[src/rtl/vip_uart_pkg.sv]
`default_nettype none
// ============================================================================
// Module   : vip_uart_pkg
// Brief    : Shared receive-FSM states and oversampling constants for the
//            UART sniffer.
// Revision : 1.0 - initial release
// ============================================================================
package vip_uart_pkg;

    localparam int         c_OVS_FACTOR = 16;
    localparam logic [3:0] c_MID_SAMPLE = 4'd7;

    typedef enum logic [2:0] {
        IDLE  = 3'd0,
        START = 3'd1,
        DATA  = 3'd2,
        STOP  = 3'd3,
        BREAK = 3'd4
    } rx_state_e;

    function automatic int calc_ovs_div(input int clk_freq, input int baud_rate);
        return clk_freq / (c_OVS_FACTOR * baud_rate);
    endfunction

endpackage
`default_nettype wire

[src/rtl/vip_uart_rx_fifo.sv]
`default_nettype none
// ============================================================================
// Module   : vip_uart_rx_fifo
// Brief    : First-word-fall-through byte FIFO. A push into a full FIFO is
//            accepted only when a pop happens in the same cycle.
// Revision : 1.0 - initial release
// ============================================================================
module vip_uart_rx_fifo #(
    parameter int DEPTH = 8
) (
    input  logic       clk_i,
    input  logic       rst_i,
    input  logic       push,
    input  logic       pop,
    input  logic [7:0] wdata,
    output logic       full,
    output logic       empty,
    output logic [7:0] rdata
);

    localparam int c_PTR_W = $clog2(DEPTH);
    localparam int c_CNT_W = c_PTR_W + 1;

    generate
        if (DEPTH < 2 || (DEPTH & (DEPTH - 1)) != 0) begin : g_bad_depth
            $fatal(1, "vip_uart_rx_fifo: DEPTH must be a power of two >= 2");
        end
    endgenerate

    logic [7:0]         r_mem [DEPTH];
    logic [c_PTR_W-1:0] r_wptr;
    logic [c_PTR_W-1:0] r_rptr;
    logic [c_CNT_W-1:0] r_count;
    logic               w_wr;
    logic               w_rd;

    assign full  = (r_count == c_CNT_W'(DEPTH));
    assign empty = (r_count == '0);
    assign w_rd  = pop && !empty;
    assign w_wr  = push && (!full || w_rd);
    assign rdata = empty ? 8'h00 : r_mem[r_rptr];

    always_ff @(posedge clk_i) begin
        if (w_wr) begin
            r_mem[r_wptr] <= wdata;
        end
    end

    always_ff @(posedge clk_i) begin
        if (rst_i) begin
            r_wptr  <= '0;
            r_rptr  <= '0;
            r_count <= '0;
        end else begin
            if (w_wr) begin
                r_wptr <= r_wptr + c_PTR_W'(1);
            end
            if (w_rd) begin
                r_rptr <= r_rptr + c_PTR_W'(1);
            end
            // Simultaneous push and pop leaves the occupancy unchanged.
            case ({w_wr, w_rd})
                2'b10:   r_count <= r_count + c_CNT_W'(1);
                2'b01:   r_count <= r_count - c_CNT_W'(1);
                default: r_count <= r_count;
            endcase
        end
    end

endmodule
`default_nettype wire

[src/rtl/vip_uart_rx_sniffer.sv]
`default_nettype none
// ============================================================================
// Module   : vip_uart_rx_sniffer
// Brief    : 8N1 UART receiver with 16x oversampling, byte FIFO, valid/ready
//            drain port and framing-error / overflow pulses.
// Revision : 1.0 - initial release
// ============================================================================
module vip_uart_rx_sniffer
    import vip_uart_pkg::*;
#(
    parameter int CLK_FREQ   = 50_000_000,
    parameter int BAUD_RATE  = 115200,
    parameter int FIFO_DEPTH = 8
) (
    input  logic       clk_i,
    input  logic       rst_i,
    input  logic       rx_i,
    output logic [7:0] data_o,
    output logic       valid_o,
    input  logic       ready_i,
    output logic       frame_err_o,
    output logic       overflow_o,
    output logic       busy_o
);

    localparam int c_OVS_DIV = calc_ovs_div(CLK_FREQ, BAUD_RATE);
    localparam int c_TICK_W  = (c_OVS_DIV > 1) ? $clog2(c_OVS_DIV) : 1;
    localparam logic [c_TICK_W-1:0] c_TICK_MAX = c_TICK_W'(c_OVS_DIV - 1);

    generate
        if (c_OVS_DIV < 1) begin : g_bad_ovs_div
            $fatal(1, "vip_uart_rx_sniffer: CLK_FREQ/(16*BAUD_RATE) must be >= 1");
        end
    endgenerate

    logic                r_sync1;
    logic                r_sync2;
    logic                w_rx_s;
    logic [c_TICK_W-1:0] r_tick_cnt;
    logic                w_tick;
    logic [3:0]          r_scnt;
    logic                w_mid;
    logic [2:0]          r_bitcnt;
    logic [7:0]          r_shreg;
    rx_state_e           r_state;
    rx_state_e           w_state_nxt;
    logic                w_start;
    logic                w_shift;
    logic                w_push_req;
    logic                w_ferr_req;
    logic                r_push;
    logic                r_frame_err;
    logic                r_overflow;
    logic                w_pop;
    logic                w_full;
    logic                w_empty;

    // Line idles high, so the synchroniser resets to 1 to avoid a false start.
    always_ff @(posedge clk_i) begin
        if (rst_i) begin
            r_sync1 <= 1'b1;
            r_sync2 <= 1'b1;
        end else begin
            r_sync1 <= rx_i;
            r_sync2 <= r_sync1;
        end
    end
    assign w_rx_s = r_sync2;

    assign w_tick = (r_tick_cnt == c_TICK_MAX);
    assign w_mid  = w_tick && (r_scnt == c_MID_SAMPLE);

    always_ff @(posedge clk_i) begin
        if (rst_i) begin
            r_tick_cnt <= '0;
            r_scnt     <= '0;
            r_bitcnt   <= '0;
            r_shreg    <= '0;
        end else begin
            if (w_start || w_tick) begin
                r_tick_cnt <= '0;
            end else begin
                r_tick_cnt <= r_tick_cnt + c_TICK_W'(1);
            end

            if (w_start) begin
                r_scnt <= '0;
            end else if (w_tick && r_state != IDLE) begin
                r_scnt <= r_scnt + 4'd1;
            end

            if (w_start) begin
                r_bitcnt <= '0;
            end else if (w_shift) begin
                r_bitcnt <= r_bitcnt + 3'd1;
            end

            // LSB arrives first, so shifting right leaves bit 0 in place after 8 samples.
            if (w_shift) begin
                r_shreg <= {w_rx_s, r_shreg[7:1]};
            end
        end
    end

    always_ff @(posedge clk_i) begin
        if (rst_i) begin
            r_state <= IDLE;
        end else begin
            r_state <= w_state_nxt;
        end
    end

    always_comb begin
        w_state_nxt = r_state;
        w_start     = 1'b0;
        w_shift     = 1'b0;
        w_push_req  = 1'b0;
        w_ferr_req  = 1'b0;
        case (r_state)
            IDLE: begin
                if (!w_rx_s) begin
                    w_state_nxt = START;
                    w_start     = 1'b1;
                end
            end
            START: begin
                if (w_mid) begin
                    w_state_nxt = w_rx_s ? IDLE : DATA;
                end
            end
            DATA: begin
                if (w_mid) begin
                    w_shift = 1'b1;
                    if (r_bitcnt == 3'd7) begin
                        w_state_nxt = STOP;
                    end
                end
            end
            STOP: begin
                if (w_mid) begin
                    if (w_rx_s) begin
                        w_push_req  = 1'b1;
                        w_state_nxt = IDLE;
                    end else begin
                        w_ferr_req  = 1'b1;
                        w_state_nxt = BREAK;
                    end
                end
            end
            BREAK: begin
                // A held-low line must return high before a new start is accepted.
                if (w_rx_s) begin
                    w_state_nxt = IDLE;
                end
            end
            default: begin
                w_state_nxt = IDLE;
            end
        endcase
    end

    always_ff @(posedge clk_i) begin
        if (rst_i) begin
            r_push      <= 1'b0;
            r_frame_err <= 1'b0;
            r_overflow  <= 1'b0;
        end else begin
            r_push      <= w_push_req;
            r_frame_err <= w_ferr_req;
            r_overflow  <= r_push && w_full && !w_pop;
        end
    end

    assign w_pop = valid_o && ready_i;

    vip_uart_rx_fifo #(
        .DEPTH (FIFO_DEPTH)
    ) u_fifo (
        .clk_i (clk_i),
        .rst_i (rst_i),
        .push  (r_push),
        .pop   (w_pop),
        .wdata (r_shreg),
        .full  (w_full),
        .empty (w_empty),
        .rdata (data_o)
    );

    assign valid_o     = !w_empty;
    assign frame_err_o = r_frame_err;
    assign overflow_o  = r_overflow;
    assign busy_o      = (r_state != IDLE);

endmodule
`default_nettype wire
[config.mk]
export PLATFORM = sky130hd
export DESIGN_NAME = vip_uart_rx_sniffer
export DESIGN_NICKNAME = d
export VERILOG_FILES = /design/src/rtl/vip_uart_pkg.sv /design/src/rtl/vip_uart_rx_fifo.sv /design/src/rtl/vip_uart_rx_sniffer.sv
export SDC_FILE = /design/constraint.sdc
export NUM_CORES = 1
export LEC_CHECK = 0
export ABC_AREA = 1
export CAP_MARGIN = 20
export CORE_MARGIN = 5
export CORE_UTILIZATION = 55
export CTS_CLUSTER_SIZE = 20
export DETAILED_ROUTE_END_ITERATION = 7
export GPL_ROUTABILITY_DRIVEN = 0
export PLACE_DENSITY = 0.8
export SYNTH_ARGS = -nofsm -noshare
export SYNTH_HDL_FRONTEND = slang
export SYNTH_SLANG_ARGS = --single-unit
[constraint.sdc]
create_clock -name clk_i -period 2.2 [get_ports clk_i]
set_input_delay 0.44 -clock clk_i [delete_from_list [all_inputs] [get_ports clk_i]]
set_output_delay 0.44 -clock clk_i [all_outputs]
set_load 0.05 [all_outputs]
==> impl_results.md <==
* Initial antenna violation count at 0
* Share of layout cells above drive strength 1 at 0.148
* Nets at a little under 500
* Internal power at approximately 2.6 mW
* Syn. warnings at 0
* Critical path's largest stage delay at 0.38 ns
* Fillers at between 500 and 600
* CTS tree: built
* Final design area excluding fillers at slightly below 0.005 mm2
* Initial Util at 0.563
* Clk sinks at about 110
* Grt total ovfl at 0
* 1st-pass router iterations at 5
* CP cell instances: inv_2, buf_12, nor2_1, o32ai_2, nor2_1, nor2_1, buf_6
* Post-Syn Area at roughly 0.0043 mm2
* Syn_area_per_cell at around 9.8 um2
* Cell area power density at ~700 mW/mm2
* Placed cell areas at approximately 0.0046 mm2
* Sw frac at 0.247
* DRC at 0
* Skew-Pair Late Insertion Delay at between 0.3 and 0.4 ns
* Commonest non-fill, non-tap cell in the layout: nor2_1
* RSZ-0062 raised after global routing: true
* Rel. slew slack at 0.665
* Hold depth at 1
* Slew Limit Fails at 0
* Hpwl dp at slightly below 6000 um
* ANT nets after route at 0
* Worst-path maximum fanout at 16
* Die height at ~99 um
* DRC marker count from the first detailed-route iteration at between 200 and 250
* CP max stage cell: dfxtp_4
* Cells after Synth at approximately 440
* CP endpoint kind: output pin
* Worst Hold End: r_sync2$_SDFF_PP1_
* Crit path launch type: register
* Number of buffers and inverters on the critical path at 3
* Chip width at between 90 and 100 um
* Multi-input logic area at around 0.0014 mm2
* Crit share post-route at 0.976
* Post-placement setup slack at 0.0739 ns
* Endpoints failing setup at 0
* WP data required at roughly 1.8 ns
* Diodes inserted at 0
* CP delay by family, top: buffers and inverters
* Synth top area cells: edfxtp_1 (44%), dfxtp_1 (19%), nor2_1 (9.8%), o21ai_0 (6.7%), nand2_1 (3.8%)
* Critical R2R Capture: u_fifo.r_count[2]$_SDFFE_PP0P_
* Maximum vdd drop at around 0.53 mV
* TritonCTS buffer count at 9
* Register area at around 0.0027 mm2
* Status: finished, final reports clean
* Max Freq at about 0.47 GHz
* Routed len/inst at 15.1 um
* Fin. Hold Viols at 0
* Area leader, netlist: edfxtp_1
* Std-Cell Core Area at 0.00769 mm2
* Gr usage total at 0.178
* Min Tclk post-route at between 2 and 2.5 ns
* Leak at 2.10 nW
* Top cell type's share of synthesized area at 0.444
* Port bufs at 15
* Fin worst setup slack at 0.0522 ns
* Worst EP arrival at between 1.5 and 2 ns
* Final wirelength at between 8000 and 9000 um
* CTS Root Cell: clkbuf_8
* Combinational power share at 0.101
* Via count at 3,093
* Depth of the worst register-to-register path at 12
* #FFs+latches synth at 105
* I/O Pins at 16
* Deepest clock path buffer count at 2
* Vias per Instance at approximately 5.4
* R2R Setup Slk at between 0.4 and 0.5 ns
* Clk pwr share at 0.293
* Max_cap viols at 0
* Hold buffers post-CTS at 0
* Sequential share of the synthesized area at 0.634
* Area growth syn-to-layout at 14.9%
* Largest net degree at the start of global routing at 33
* Full die area at between 0.009 and 0.01 mm2
* Reg power frac at 0.606
* Number of global-route vias before repair at about 2,900
* FP Rows at 32
* WHS at 0.410 ns
* Setup CP Type: reg2out
* Clk slew on worst S/H paths at roughly 0.09 ns
* Synthesized net count at around 450
* Clock Skew at around 0.010 ns
* Most frequent cells in the layout: nor2_1 (111), edfxtp_1 (64), nand2_1 (44), o21ai_0 (42), dfxtp_1 (40)
* Util after Layout at 0.647
* Reg2reg start: u_fifo.r_count[0]$_SDFFE_PP0P_
* Sw power at slightly below 900 uW
* Worst hold path type: reg2reg
* Most frequent cell on the critical path: nor2_1
* Hold Crit Start: r_sync1$_SDFF_PP1_
* Yosys cell types at 24
* First-pass GRT wire length at around 14,000 um
* H-tree Lvls at 3
* Tightest Pin Transition at between 0.5 and 0.6 ns
==> power groups by stage <==
stage	Sequential (mW)	Clock [mW]	Combinational, mW
floorplan	2.16	0	0.285
global placement	2.17	0	0.361
detailed placement	2.17	0	0.369
CTS	2.13	1.06	0.358
global route	2.13	1.16	0.405
finish	2.13	1.03	0.354
==> cell type report <==
cell class                 instances  share of cell area
sequential                       105               0.552
tap                              102              0.0257
clock inverter                     5             0.00629
multi-input combinational        287               0.291
timing repair buffer              32              0.0709
inverter                          34              0.0257
clock buffer                      11              0.0284
==> flip-flops by register name (all words and copies together) (netlist names), 3 cells and up, named ones only <==
name            count
r_bitcnt            3
r_scnt              4
r_shreg             8
r_state             3
r_tick_cnt          5
u_fifo.r_count      4
u_fifo.r_mem       64
u_fifo.r_rptr       3
u_fifo.r_wptr       3
==> cells by family (layout without fill, tap and decap cells) <==
family | after synthesis | in the layout | synth area share
compound gates | 82 | 82 | 0.102
xor+xnor | 4 | 4 | 0.00809
fa+ha+maj | 8 | 8 | 0.0231
buf+inv | 49 | 82 | 0.0463
flops | 105 | 105 | 0.634
simple gates | 193 | 193 | 0.187
==> through the flow <==
step                      total power [mW]  cells  TNS, ns
after CTS                             3.55    574        0
after floorplan                       2.45    441        0
after global placement                2.53    558        0
after detailed placement              2.54    558        0
final                                 3.51    576        0
after global routing                  3.69    576   -0.130
==> timing repair <==
| item | 4_1_cts | 5_1_grt |
|---|---|---|
| setup endpoints to repair | 9 | 8 |
| buffers inserted | 0 | 0 |
| cloned | 0 | 2 |
| resized for setup | 11 | 33 |
| pin swaps | 0 | 6 |
==> how the worst max path moves through the flow <==
stage	startpoint	end	slack (ns)	depth (start not counted)
5_1_grt	register	data_o[7]	-0.05	7
4_1_cts	register	data_o[7]	0.02	7
2_1_floorplan	register	data_o[2]	0.16	5
3_5_place_dp	ready_i	u_fifo.r_mem[4][0]$_DFFE_PP_	0.07	8
3_3_place_gp	ready_i	u_fifo.r_mem[5][2]$_DFFE_PP_	0.14	8
6_report	register	data_o[7]	0.05	7
==> cells in the mapped netlist <==
| cell type | instances |
|---|---|
| nor2_1 | 113 |
| edfxtp_1 | 64 |
| o21ai_0 | 58 |
| nand2_1 | 44 |
| dfxtp_1 | 41 |
| inv_1 | 30 |
| nand3_1 | 15 |
| a21oi_1 | 14 |
| ha_1 | 8 |
| o32ai_1 | 8 |
| buf_2 | 7 |
| clkbuf_1 | 6 |
| inv_2 | 4 |
| nand4_1 | 4 |
| or2_2 | 4 |
| xor2_1 | 4 |
| nor2_2 | 3 |
| nor3_1 | 3 |
| buf_4 | 2 |
| nand2_2 | 2 |
| nand3_2 | 2 |
| nor2_4 | 2 |
| o21ai_1 | 2 |
| or2_0 | 1 |
==> routing by layer <==
layer  up-vias  GRT usage  wire, um
li1       1549          -         -
met5         -          0         0
met3        13     0.0318       496
met2       101      0.268      4080
met4         0     0.0714       131
met1      1430      0.257      3980
Note: power is estimated with default switching activity, not from simulation.
